## src/rtl/hazard_scoreboard_if.sv

```systemverilog
// Issue-side bus between decode and the hazard scoreboard.
// The decode side drives the micro-instruction fields and flush. The scoreboard answers with hold and issue_accept.
interface hazard_scoreboard_if #(
  parameter int RADDR_W = 5
);
  logic               issue_valid;
  logic               issue_rd_w;
  logic               issue_wr_w;
  logic               issue_rd_r;
  logic               issue_wr_r;
  logic               issue_rd_c;
  logic               issue_wr_c;
  logic               issue_branch;
  logic [RADDR_W-1:0] issue_ra;
  logic [RADDR_W-1:0] issue_rc;
  logic               flush;
  logic               hold;
  logic               issue_accept;

  modport master (
    output issue_valid, issue_rd_w, issue_wr_w, issue_rd_r, issue_wr_r,
           issue_rd_c, issue_wr_c, issue_branch, issue_ra, issue_rc, flush,
    input  hold, issue_accept
  );

  modport slave (
    input  issue_valid, issue_rd_w, issue_wr_w, issue_rd_r, issue_wr_r,
           issue_rd_c, issue_wr_c, issue_branch, issue_ra, issue_rc, flush,
    output hold, issue_accept
  );
endinterface

```

## src/rtl/hazard_scoreboard.sv

```systemverilog
// RAW hazard scoreboard: a tag pipeline plus per-resource pending counters for W, carry and Ri/POi.
// The optional hold watchdog is enabled by defining HOLD_WATCHDOG_EN.
module hazard_scoreboard #(
  parameter int NREG     = 32,
  parameter int RADDR_W  = 5,
  parameter int DEPTH    = 3,
  parameter int BR_STAGE = 2,
  parameter int HOLD_MAX = 15
) (
  input  logic                clk,
  input  logic                reset,
  hazard_scoreboard_if.slave  bus,
  output logic                branch_update,
  output logic                pending_any,
  output logic                hold_timeout
);

  localparam int CNT_W = $clog2(DEPTH + 1);

  typedef logic [CNT_W-1:0] cnt_t;

  typedef struct packed {
    logic               valid;
    logic               wr_w;
    logic               wr_r;
    logic [RADDR_W-1:0] rc;
    logic               wr_c;
    logic               branch;
  } tag_t;

  tag_t stage_q [1:DEPTH];
  cnt_t w_cnt;
  cnt_t c_cnt;
  cnt_t r_cnt [NREG];

  tag_t new_tag;
  logic r_busy;
  logic hold;
  logic accept;
  logic rc_tracked;

  function automatic cnt_t next_cnt(input cnt_t cnt, input logic inc, input logic dec);
    case ({inc, dec})
      2'b10:   return cnt + 1'b1;
      2'b01:   return cnt - 1'b1;
      default: return cnt;
    endcase
  endfunction

  // Hazard check uses registered counters only, so a writer retiring this cycle still holds.
  always_comb begin
    // NOTE: every variable gets a default first so no path leaves it unassigned (no latch).
    r_busy     = 1'b0;
    rc_tracked = 32'(bus.issue_rc) < NREG;
    for (int i = 0; i < NREG; i++) begin
      if (bus.issue_ra == RADDR_W'(i) && r_cnt[i] != '0) r_busy = 1'b1;
    end
    hold = bus.issue_valid & ~bus.flush &
           ((bus.issue_rd_w & (w_cnt != '0)) |
            (bus.issue_rd_c & (c_cnt != '0)) |
            (bus.issue_rd_r & r_busy));
    accept = bus.issue_valid & ~hold & ~bus.flush;

    new_tag = '0;
    if (accept) begin
      new_tag.valid  = 1'b1;
      new_tag.wr_w   = bus.issue_wr_w;
      new_tag.wr_r   = bus.issue_wr_r & rc_tracked;
      new_tag.rc     = bus.issue_rc;
      new_tag.wr_c   = bus.issue_wr_c;
      new_tag.branch = bus.issue_branch;
    end
  end

  assign bus.hold         = hold;
  assign bus.issue_accept = accept;

  always_ff @(posedge clk) begin
    if (reset || bus.flush) begin
      for (int s = 1; s <= DEPTH; s++) stage_q[s] <= '0;
      w_cnt <= '0;
      c_cnt <= '0;
      // NOTE: the counter array is real state that must read zero after reset/flush, so it is cleared explicitly.
      for (int i = 0; i < NREG; i++) r_cnt[i] <= '0;
    end else begin
      // NOTE: non-blocking assignments let every stage shift on the old values of its neighbour.
      stage_q[1] <= new_tag;
      for (int s = 2; s <= DEPTH; s++) stage_q[s] <= stage_q[s-1];
      w_cnt <= next_cnt(w_cnt, new_tag.wr_w, stage_q[DEPTH].valid & stage_q[DEPTH].wr_w);
      c_cnt <= next_cnt(c_cnt, new_tag.wr_c, stage_q[DEPTH].valid & stage_q[DEPTH].wr_c);
      for (int i = 0; i < NREG; i++) begin
        r_cnt[i] <= next_cnt(r_cnt[i],
                             new_tag.wr_r & (new_tag.rc == RADDR_W'(i)),
                             stage_q[DEPTH].valid & stage_q[DEPTH].wr_r &
                             (stage_q[DEPTH].rc == RADDR_W'(i)));
      end
    end
  end

  assign branch_update = stage_q[BR_STAGE].valid & stage_q[BR_STAGE].branch;

  always_comb begin
    pending_any = (w_cnt != '0) || (c_cnt != '0);
    for (int i = 0; i < NREG; i++) begin
      if (r_cnt[i] != '0) pending_any = 1'b1;
    end
  end

`ifdef HOLD_WATCHDOG_EN
  localparam int WD_W = $clog2(HOLD_MAX + 1);

  logic [WD_W-1:0] hold_cnt;

  // Flush forces hold low, so it also clears the run length. Only reset clears the sticky flag.
  always_ff @(posedge clk) begin
    if (reset) begin
      hold_cnt     <= '0;
      hold_timeout <= 1'b0;
    end else begin
      if (!hold) hold_cnt <= '0;
      else if (hold_cnt != WD_W'(HOLD_MAX)) hold_cnt <= hold_cnt + 1'b1;
      if (hold && hold_cnt == WD_W'(HOLD_MAX - 1)) hold_timeout <= 1'b1;
    end
  end
`else
  assign hold_timeout = 1'b0;
`endif

endmodule

```

## src/flat_wrapper.sv

```systemverilog
// flat-port wrapper written by rule: the top's interface ports become plain ports
module hazard_scoreboard_flat 
#(
  parameter int NREG     = 32,
  parameter int RADDR_W  = 5,
  parameter int DEPTH    = 3,
  parameter int BR_STAGE = 2,
  parameter int HOLD_MAX = 15
)
  (clk, reset, branch_update, pending_any, hold_timeout, bus_issue_valid, bus_issue_rd_w, bus_issue_wr_w, bus_issue_rd_r, bus_issue_wr_r, bus_issue_rd_c, bus_issue_wr_c, bus_issue_branch, bus_issue_ra, bus_issue_rc, bus_flush, bus_hold, bus_issue_accept);
  hazard_scoreboard_if #(.RADDR_W(RADDR_W)) bus_i ();
  input  logic clk;
  input  logic reset;
  output logic branch_update;
  output logic pending_any;
  output logic hold_timeout;
  input wire logic [$bits(bus_i.issue_valid)-1:0] bus_issue_valid;
  input wire logic [$bits(bus_i.issue_rd_w)-1:0] bus_issue_rd_w;
  input wire logic [$bits(bus_i.issue_wr_w)-1:0] bus_issue_wr_w;
  input wire logic [$bits(bus_i.issue_rd_r)-1:0] bus_issue_rd_r;
  input wire logic [$bits(bus_i.issue_wr_r)-1:0] bus_issue_wr_r;
  input wire logic [$bits(bus_i.issue_rd_c)-1:0] bus_issue_rd_c;
  input wire logic [$bits(bus_i.issue_wr_c)-1:0] bus_issue_wr_c;
  input wire logic [$bits(bus_i.issue_branch)-1:0] bus_issue_branch;
  input wire logic [$bits(bus_i.issue_ra)-1:0] bus_issue_ra;
  input wire logic [$bits(bus_i.issue_rc)-1:0] bus_issue_rc;
  input wire logic [$bits(bus_i.flush)-1:0] bus_flush;
  output wire logic [$bits(bus_i.hold)-1:0] bus_hold;
  output wire logic [$bits(bus_i.issue_accept)-1:0] bus_issue_accept;
  assign bus_i.issue_valid = bus_issue_valid;
  assign bus_i.issue_rd_w = bus_issue_rd_w;
  assign bus_i.issue_wr_w = bus_issue_wr_w;
  assign bus_i.issue_rd_r = bus_issue_rd_r;
  assign bus_i.issue_wr_r = bus_issue_wr_r;
  assign bus_i.issue_rd_c = bus_issue_rd_c;
  assign bus_i.issue_wr_c = bus_issue_wr_c;
  assign bus_i.issue_branch = bus_issue_branch;
  assign bus_i.issue_ra = bus_issue_ra;
  assign bus_i.issue_rc = bus_issue_rc;
  assign bus_i.flush = bus_flush;
  assign bus_hold = bus_i.hold;
  assign bus_issue_accept = bus_i.issue_accept;
  hazard_scoreboard #(.NREG(NREG), .RADDR_W(RADDR_W), .DEPTH(DEPTH), .BR_STAGE(BR_STAGE), .HOLD_MAX(HOLD_MAX)) u_core (.clk(clk), .reset(reset), .bus(bus_i), .branch_update(branch_update), .pending_any(pending_any), .hold_timeout(hold_timeout));
endmodule
```

## config.mk

```make
export PLATFORM = sky130hd
export DESIGN_NAME = hazard_scoreboard_flat
export DESIGN_NICKNAME = d
export VERILOG_FILES = /design/src/rtl/hazard_scoreboard_if.sv /design/src/rtl/hazard_scoreboard.sv /design/src/flat_wrapper.sv
export SDC_FILE = /design/constraint.sdc
export NUM_CORES = 1
export LEC_CHECK = 0
export CORE_MARGIN = 8
export CORE_UTILIZATION = 55
export DETAILED_ROUTE_END_ITERATION = 10
export PLACE_DENSITY = 0.74
export SETUP_SLACK_MARGIN = 0.05
export SLEW_MARGIN = 5
export SYNTH_ARGS = -nofsm -noshare
export SYNTH_HDL_FRONTEND = slang
export SYNTH_SLANG_ARGS = --single-unit
```

## constraint.sdc

```tcl
create_clock -name clk -period 4.45 [get_ports clk]
set_input_delay 0.6675 -clock clk [delete_from_list [all_inputs] [get_ports clk]]
set_output_delay 0.6675 -clock clk [all_outputs]
set_load 0.1 [all_outputs]
```

---- Word level (Yosys, flattened, before mapping) ----
Memories as Yosys holds them, arrays and structs flattened.
Index checks and enable logic that the tools add are counted.
cells by class
  $add $sub $neg .......................... 68
  multipliers ............................. 0
  div/mod/pow operators ................... 0
  magnitude comparators ................... 0
  equal/unequal tests ..................... 161
  shift operators ......................... 0
  multiplexer cells ....................... 169
  bitwise logic cells ..................... 114
  reductions and logical operators ........ 73
operators by type and width
  kind                                                                   count
  5-bit equality test, second input constant                             48
  2-bit case mux with 2 select lines                                     34
  2-bit 2-to-1 mux                                                       64
  5-bit by 4-bit equality test with 1-bit output, second input constant  24
  1-bit AND                                                              75
  2-bit nonzero test                                                     36
  2-bit by 1-bit adder with 2-bit output, second input constant          34
  2-bit by 1-bit equality test with 1-bit output, second input constant  34
  2-bit equality test, second input constant                             34
  2-bit by 1-bit subtractor with 2-bit output, second input constant     34
  1-bit 2-to-1 mux                                                       67
  5-bit by 3-bit equality test with 1-bit output, second input constant  12
  10-bit 2-to-1 mux                                                      4
  1-bit OR                                                               37
  1-bit logical AND                                                      32
  5-bit by 2-bit equality test with 1-bit output, second input constant  6
  5-bit by 1-bit equality test with 1-bit output, second input constant  3
  5-bit zero test                                                        3
  1-bit logical OR                                                       2
  1-bit inverter                                                         2
word-level totals
  bits in registers ....................... 4
  latch bits .............................. 0
  RAM bits ................................ 94
  memory bits (read-only) ................. 0
  input bits .............................. 21
  word-level logic and storage cells ...... 589
  memories kept ........................... 2
memory list
  memory          words  bits a word  read ports  clocked after Yosys merged registers in  wr ports  line                     text
  u_core.r_cnt    32     2            32          0                                        32        hazard_scoreboard.sv:34  cnt_t r_cnt [NREG];
  u_core.stage_q  3      10           3           0                                        3         hazard_scoreboard.sv:31  tag_t stage_q [1:DEPTH];

---- Depth between registers and ports, before layout ----
Gate-level depths: netlist of run 1.
An unclocked memory read counts as a cell.
  depth in word-level cells ............... 48
  gate-level depth with buffers ........... 13
  depth with buffers taken out ............ 10

---- Worst setup path before layout of run 1 ----
Ideal clock, no wire load.
  path kind ............................... input port to output port
  from .................................... input bus_issue_ra[3]
  to ...................................... output bus_hold
  arrival ................................. 4194 ps
  setup slack ............................. -412 ps
  cell stages on the path ................. 7
  buffers on the path ..................... 1
  cells stage by stage .................... buf_4 > or2b_2 > a2111oi_0 > a21oi_1 > nand4b_1 > o221ai_4 > a311oi_1
on the way
  cells in the longest elaborated chain, start to end .. 37
  elaborated cells on any way between the ends .. 99
  those cells by class .................... eq/ne (31); mux (32); bitwise (3); reduce/logical (33)
ends and longest elaborated chain
  what                            line                     text
  from (decl)                     flat_wrapper.sv:25       input wire logic [$bits(bus_i.issue_ra)-1:0] bus_issue_ra;
  5-bit zero test                 hazard_scoreboard.sv:56  if (bus.issue_ra == RADDR_W'(i) && r_cnt[i] != '0) r_busy = 1'b1;
  1-bit logical AND               hazard_scoreboard.sv:56
  1-bit 2-to-1 mux (31 in a row)  hazard_scoreboard.sv:56
  1-bit 2-to-1 mux (*)            hazard_scoreboard.sv:56
  1-bit AND (*)                   hazard_scoreboard.sv:61  (bus.issue_rd_r & r_busy));
  1-bit OR (*)                    hazard_scoreboard.sv:60  (bus.issue_rd_c & (c_cnt != '0)) |
  1-bit AND (*)                   hazard_scoreboard.sv:58  hold = bus.issue_valid & ~bus.flush &
  to (decl)                       flat_wrapper.sv:28       output wire logic [$bits(bus_i.hold)-1:0] bus_hold;
Every way passes the cells marked *; elsewhere a longest branch is shown, timed or not.

---- Worst setup path after layout of run 1 ----
  from .................................... input bus_issue_ra[2]
  to ...................................... output bus_hold
Same word-level chain as after synthesis.

==> results.sh, run 1 <==
export IMPL_hold_end="u_core.stage_q[0][27]"
export IMPL_reg2reg_depth=10
export IMPL_core_area_um2=9060
export IMPL_ys_seq_area_share_pct=38.6
export IMPL_fmax_ghz=0.252
export IMPL_grt_pass1_vias=4188
export IMPL_initial_core_util_pct=55.5
export IMPL_synthArstFlopShare_pct=0
export IMPL_p_leak_nw=1.89
export IMPL_track_usage_pct=19.7
export IMPL_syn_avg_cell_area_um2=8.43
export IMPL_cts_tree="done"
export IMPL_ctsLongestPathBuffers=2
export IMPL_drt_vias_per_instance=5.90
export IMPL_drv_cap=0
export IMPL_synthDistinctLibCells=45
export IMPL_yosysWarnings=0
export IMPL_grt_pass1_wl_um=20000
export IMPL_cp_start_kind="input pin"
export IMPL_cts_buffers=9
export IMPL_min_period_ns=3.97
export IMPL_ys_flop_type="dfxtp_1"
export IMPL_cts_setup_buffers=0
export IMPL_dieArea_um2=12500
export IMPL_insertion_delay_ns=0.37
export IMPL_ios=26
export IMPL_multi_input_comb_area_um2=2970
export IMPL_crit_path_end_kind="output pin"
export IMPL_hp_start="u_core.stage_q[0][17]"
export IMPL_power_density_nw_per_um2=275
export IMPL_grt_overflow_total=0
export IMPL_rows=35
export IMPL_die_width_um=112
export IMPL_syn2layout_area_growth_pct=10.7
export IMPL_antenna_found_initial=0
export IMPL_vias=4319
export IMPL_seq_area_um2=1940
export IMPL_status="completed"
export IMPL_crit_fanout=46
export IMPL_synthCells=597
export IMPL_io_buffer_count=24
export IMPL_synth_edf_count=0
export IMPL_clock_root_buffer="clkbuf_8"
export IMPL_critical_path_class="in2out"
export IMPL_cp_slowest_stage_delay_ns=0.68
export IMPL_critical_path_top_delay_family="buffers and inverters"
export IMPL_htreeDepth=3
export IMPL_worstPathRequired_ns=3.78
export IMPL_r2r_start="u_core.r_cnt[0][30]"
export IMPL_dp_hpwl_um=8950
export IMPL_drc=0
export IMPL_grt_max_degree=47
export IMPL_postCtsResizedCells=0
export IMPL_synth_area_um2=5030
export IMPL_slew_headroom_pct=35.4
export IMPL_firstDrtPassIters=5
export IMPL_ctsHoldBuffers=0
export IMPL_ys_seq_elements=97
export IMPL_fin_skew_ns=0.0118
export IMPL_worst_ep_arrival_time_ns=3.31
export IMPL_finalMaxSlewViolations=0
export IMPL_min_period_over_period_pct=89.3
export IMPL_tightest_slew_ns=0.966
export IMPL_place_congestion=0.868
export IMPL_critical_path_depth=9
export IMPL_layout_common_cells="nor2_1 (101), dfxtp_1 (97), o21ai_0 (41)"
export IMPL_routed_wl_um=11900
export IMPL_die_y_um=112
export IMPL_r2r_slack_ns=1.44
export IMPL_dpl_cell_area_um2=5380
export IMPL_layout_commonest_cell="nor2_1"
export IMPL_finalHoldViolCount=0
export IMPL_setup_violations=0
export IMPL_ir_drop_mv=0.222
export IMPL_num_nets_final=671
export IMPL_post_drt_wl_per_cell_um=16.2
export IMPL_cp_startpoint="bus_issue_ra[2]"
export IMPL_clock_sinks=97
export IMPL_total_power_mw=1.53
export IMPL_setup_tns_ns=0
export IMPL_first_iter_violations=243
export IMPL_path_cells="clkdlybuf4s50_1 -> or2b_2 -> a2111oi_0 -> a21oi_1 -> nand4b_1 -> o221ai_4 -> buf_12 -> a311oi_2 -> buf_12"
export IMPL_clk_pin_slew_ns=0.10
export IMPL_critPathBufInv=3
export IMPL_holdPathStages=1
export IMPL_hold_path_class="reg2reg"
export IMPL_crit_top_cell="buf_12"
export IMPL_fillers=779
export IMPL_ant_nets=0
export IMPL_rr_endpoint="u_core.r_cnt[1][21]"
export IMPL_drive_above_1_share_pct=4.99
export IMPL_finalInstanceArea_um2=5570
export IMPL_cp_slowest_cell="clkdlybuf4s50_1"
export IMPL_synth_nets=652
export IMPL_antenna_cells=0
export IMPL_rsz0062_at_grt="no"
export IMPL_holdWs_ns=0.420
[worst max-delay path by stage]
stage | endpoint
after CTS | bus_issue_accept
after global placement | bus_hold
after global routing | bus_hold
after floorplan | bus_hold
after detailed placement | u_core.r_cnt[0][1]
final | bus_hold
[layout make-up]
| type | instances | area share (%) |
|---|---|---|
| multi-input combinational | 474 | 53.3 |
| sequential | 97 | 34.9 |
| timing repair buffer | 30 | 5.66 |
| tap | 111 | 2.49 |
| clock buffer | 9 | 2.22 |
| clock inverter | 7 | 1.17 |
| inverter | 4 | 0.270 |
[synth_stat cells (2+ instances only)]
cell / number / area [um2]
nor2_1: 101 / 379
dfxtp_1: 97 / 1940
o21ai_0: 41 / 205
nand3_1: 38 / 190
a21oi_1: 37 / 185
or3_1: 35 / 219
ha_1: 34 / 425
xnor2_1: 34 / 298
xor2_1: 34 / 298
and2_1: 24 / 150
nand2_1: 16 / 60.1
nor3_1: 13 / 65.1
and3_1: 12 / 75.1
clkbuf_1: 12 / 45.0
nand2b_1: 6 / 37.5
buf_4: 5 / 37.5
nand4_1: 5 / 31.3
nor4_1: 5 / 31.3
inv_1: 4 / 15.0
nor3b_1: 4 / 30.0
o22ai_1: 4 / 25.0
a2111oi_0: 3 / 26.3
nor2b_1: 3 / 18.8
o22a_1: 3 / 26.3
or2_2: 3 / 18.8
and3b_1: 2 / 17.5
buf_1: 2 / 7.51
buf_2: 2 / 10.0
or4_1: 2 / 15.0
[registers in the layout, indices dropped and copies added (netlist names)]
name / count
u_core.stage_q: 29
u_core.r_cnt: 64
u_core.w_cnt: 2
u_core.c_cnt: 2
[metal layers]
metal | track usage (%) | wire, um
met1 | 24.6 | 5250
met2 | 32.4 | 5580
met3 | 2.87 | 586
met4 | 10.0 | 446
met5 | 0 | 0
[metrics by stage]
step | std cells | util (%) | setup WS (ns)
CTS | 732 | 61.4 | 0.500
global placement | 716 | 59.3 | 0.511
global route | 732 | 61.4 | 0.282
floorplan | 597 | - | 0.549
finish | 732 | 61.4 | 0.477
detailed placement | 716 | 59.3 | 0.486
[report_power, final]
| part | total, mW | internal (mW) | switching, mW |
|---|---|---|---|
| Clock | 0.548 | 0.214 | 0.334 |
| Sequential | 0.874 | 0.872 | 0.00175 |
| Combinational | 0.112 | 0.0403 | 0.0714 |
| Total | 1.53 | 1.13 | 0.407 |
[logic make-up (layout without fill, tap and decap cells)]
family / after synthesis / count (layout) / synth area share [%]
AND/OR/NAND/NOR: 275 / 275 / 27.6
flip-flops: 97 / 97 / 38.6
AO/OA/AOI/OAI: 96 / 96 / 10.9
XOR/XNOR: 68 / 68 / 11.8
adder cells (fa/ha/maj): 34 / 34 / 8.46
buffers and inverters: 26 / 50 / 2.51
other: 1 / 1 / 0.0746
[worst register-to-register path: stages (launching register included)]
cell      delay, ns
dfxtp_1        0.35
nor2_1         0.29
nor3_1         0.08
or4_1          0.48
a211o_1        0.27
o221ai_4       0.19
buf_12         0.25
nand3_1        0.13
ha_1           0.36
or3_1          0.39
a21oi_1        0.14
(Power assumes the default switching activity.)
==> inputs of run 2 (changes only) <==
--- a/constraint.sdc
+++ b/constraint.sdc
@@ -3,2 +3,2 @@
 set_output_delay 0.6675 -clock clk [all_outputs]
-set_load 0.1 [all_outputs]
+set_load 0.01 [all_outputs]
==> results.sh, run 2 (synthesized netlist as in run 1, its figures left out) <==
export IMPL_drive_above_1_share_pct=4.65
export IMPL_io_buffer_count=24
export IMPL_cts_buffers=9
export IMPL_dp_hpwl_um=9130
export IMPL_post_drt_wl_per_cell_um=16.8
export IMPL_total_power_mw=1.60
export IMPL_drv_cap=0
export IMPL_critical_path_class="in2out"
export IMPL_met3_length_um=722
export IMPL_drc=0
export IMPL_holdPathStages=1
export IMPL_fillers=781
export IMPL_drt_vias_per_instance=5.88
export IMPL_largest_reg_flops=64
export IMPL_clock_root_buffer="clkbuf_8"
export IMPL_cts_tree="done"
export IMPL_layout_common_cells="nor2_1 (101), dfxtp_1 (97), o21ai_0 (41)"
export IMPL_rr_endpoint="u_core.r_cnt[0][13]"
export IMPL_worstPathRequired_ns=3.78
export IMPL_critPathBufInv=2
export IMPL_grt_overflow_total=0
export IMPL_ctsLongestPathBuffers=2
export IMPL_r2r_slack_ns=1.24
export IMPL_first_iter_violations=286
export IMPL_insertion_delay_ns=0.37
export IMPL_tightest_slew_ns=1.05
export IMPL_postCtsResizedCells=0
export IMPL_firstDrtPassIters=5
export IMPL_critical_path_top_delay_family="buffers and inverters"
export IMPL_initial_core_util_pct=55.5
export IMPL_min_period_ns=4.05
export IMPL_hold_end="u_core.stage_q[0][28]"
export IMPL_cp_slowest_cell="clkdlybuf4s50_1"
export IMPL_min_period_over_period_pct=90.9
export IMPL_path_cells="clkdlybuf4s50_1 -> or2b_2 -> a2111oi_0 -> a21oi_1 -> nand4b_1 -> o221ai_4 -> a311oi_1 -> clkdlybuf4s50_1"
export IMPL_grt_max_degree=42
export IMPL_track_usage_pct=20.3
export IMPL_layout_commonest_cell="nor2_1"
export IMPL_routed_wl_met2_um=5770
export IMPL_rsz0062_at_grt="no"
export IMPL_die_y_um=112
export IMPL_grt_pass1_wl_um=20700
export IMPL_setup_tns_ns=0
export IMPL_crit_path_end_kind="output pin"
export IMPL_top_layer="met4"
export IMPL_clock_sinks=97
export IMPL_top_regs="u_core.r_cnt x64, u_core.stage_q x29"
export IMPL_grt_pass1_vias=4306
export IMPL_num_nets_final=673
export IMPL_reg2reg_depth=10
export IMPL_hp_start="u_core.stage_q[0][18]"
export IMPL_crit_fanout=11
export IMPL_worst_ep_arrival_time_ns=3.38
export IMPL_top_register="u_core.r_cnt"
export IMPL_finalHoldViolCount=0
export IMPL_clk_pin_slew_ns=0.11
export IMPL_p_leak_nw=1.89
export IMPL_routed_wl_um=12300
export IMPL_setup_violations=0
export IMPL_dieArea_um2=12500
export IMPL_ctsHoldBuffers=0
export IMPL_vias=4318
export IMPL_ir_drop_mv=0.169
export IMPL_core_area_um2=9060
export IMPL_antenna_found_initial=0
export IMPL_power_density_nw_per_um2=287
export IMPL_finalMaxSlewViolations=0
export IMPL_syn2layout_area_growth_pct=10.9
export IMPL_rows=35
export IMPL_wl_met1_um=5510
export IMPL_multi_input_comb_area_um2=2960
export IMPL_cp_slowest_stage_delay_ns=0.69
export IMPL_ant_nets=0
export IMPL_fin_skew_ns=0.0101
export IMPL_crit_top_cell="clkdlybuf4s50_1"
export IMPL_fmax_ghz=0.247
export IMPL_slew_headroom_pct=29.9
export IMPL_cts_setup_buffers=0
export IMPL_hold_path_class="reg2reg"
export IMPL_cp_start_kind="input pin"
export IMPL_antenna_cells=0
export IMPL_die_width_um=112
export IMPL_place_congestion=0.970
export IMPL_status="completed"
export IMPL_htreeDepth=3
export IMPL_seq_area_um2=1940
export IMPL_ios=26
export IMPL_r2r_start="u_core.r_cnt[0][30]"
==> run 2: layout make-up <==
cell class,count,share of cell area (%)
clock buffers,9,2.22
clock inverters,7,1.75
inverters,4,0.269
multi-input cells,474,53.1
flip-flops and latches,97,34.8
well taps,111,2.49
repair buffers,32,5.38
==> run 2: power breakdown <==
part	leakage [nW]	switching [mW]	total [mW]	internal, mW
Combinational	0.999	0.0590	0.0974	0.0384
Sequential	0.782	0.00177	0.874	0.872
Clock	0.112	0.353	0.632	0.279
==> run 2: through the flow <==
stage | setup WS (ns) | util, % | std cells | cell area, um2 | hold slack [ns]
finish | 0.404 | 61.5 | 734 | 5580 | 0.430
global route | 0.267 | 61.5 | 734 | 5580 | 0.449
CTS | 0.418 | 61.5 | 734 | 5580 | 0.437
detailed placement | 0.369 | 59.1 | 718 | 5360 | 0.411
global placement | 0.426 | 59.1 | 718 | 5360 | 0.406
floorplan | 1.34 | - | 597 | 5030 | 0.406
==> run 2: routing by layer <==
layer	GRT usage [%]	vias up
met5	0	-
met4	8.39	0
met3	4.44	26
met2	32.6	129
met1	25.8	2051
li1	-	2112
==> run 2: worst max path at each step <==
stage | start | cells past startpoint | to | slack [ns]
floorplan | bus_issue_ra[3] | 11 | u_core.r_cnt[1][17] | 1.34
global placement | bus_issue_ra[3] | 8 | bus_hold | 0.43
detailed placement | bus_issue_ra[2] | 11 | u_core.r_cnt[0][3] | 0.37
CTS | bus_issue_ra[2] | 8 | bus_hold | 0.42
global route | bus_issue_ra[3] | 9 | bus_hold | 0.27
finish | bus_issue_ra[2] | 8 | bus_hold | 0.40
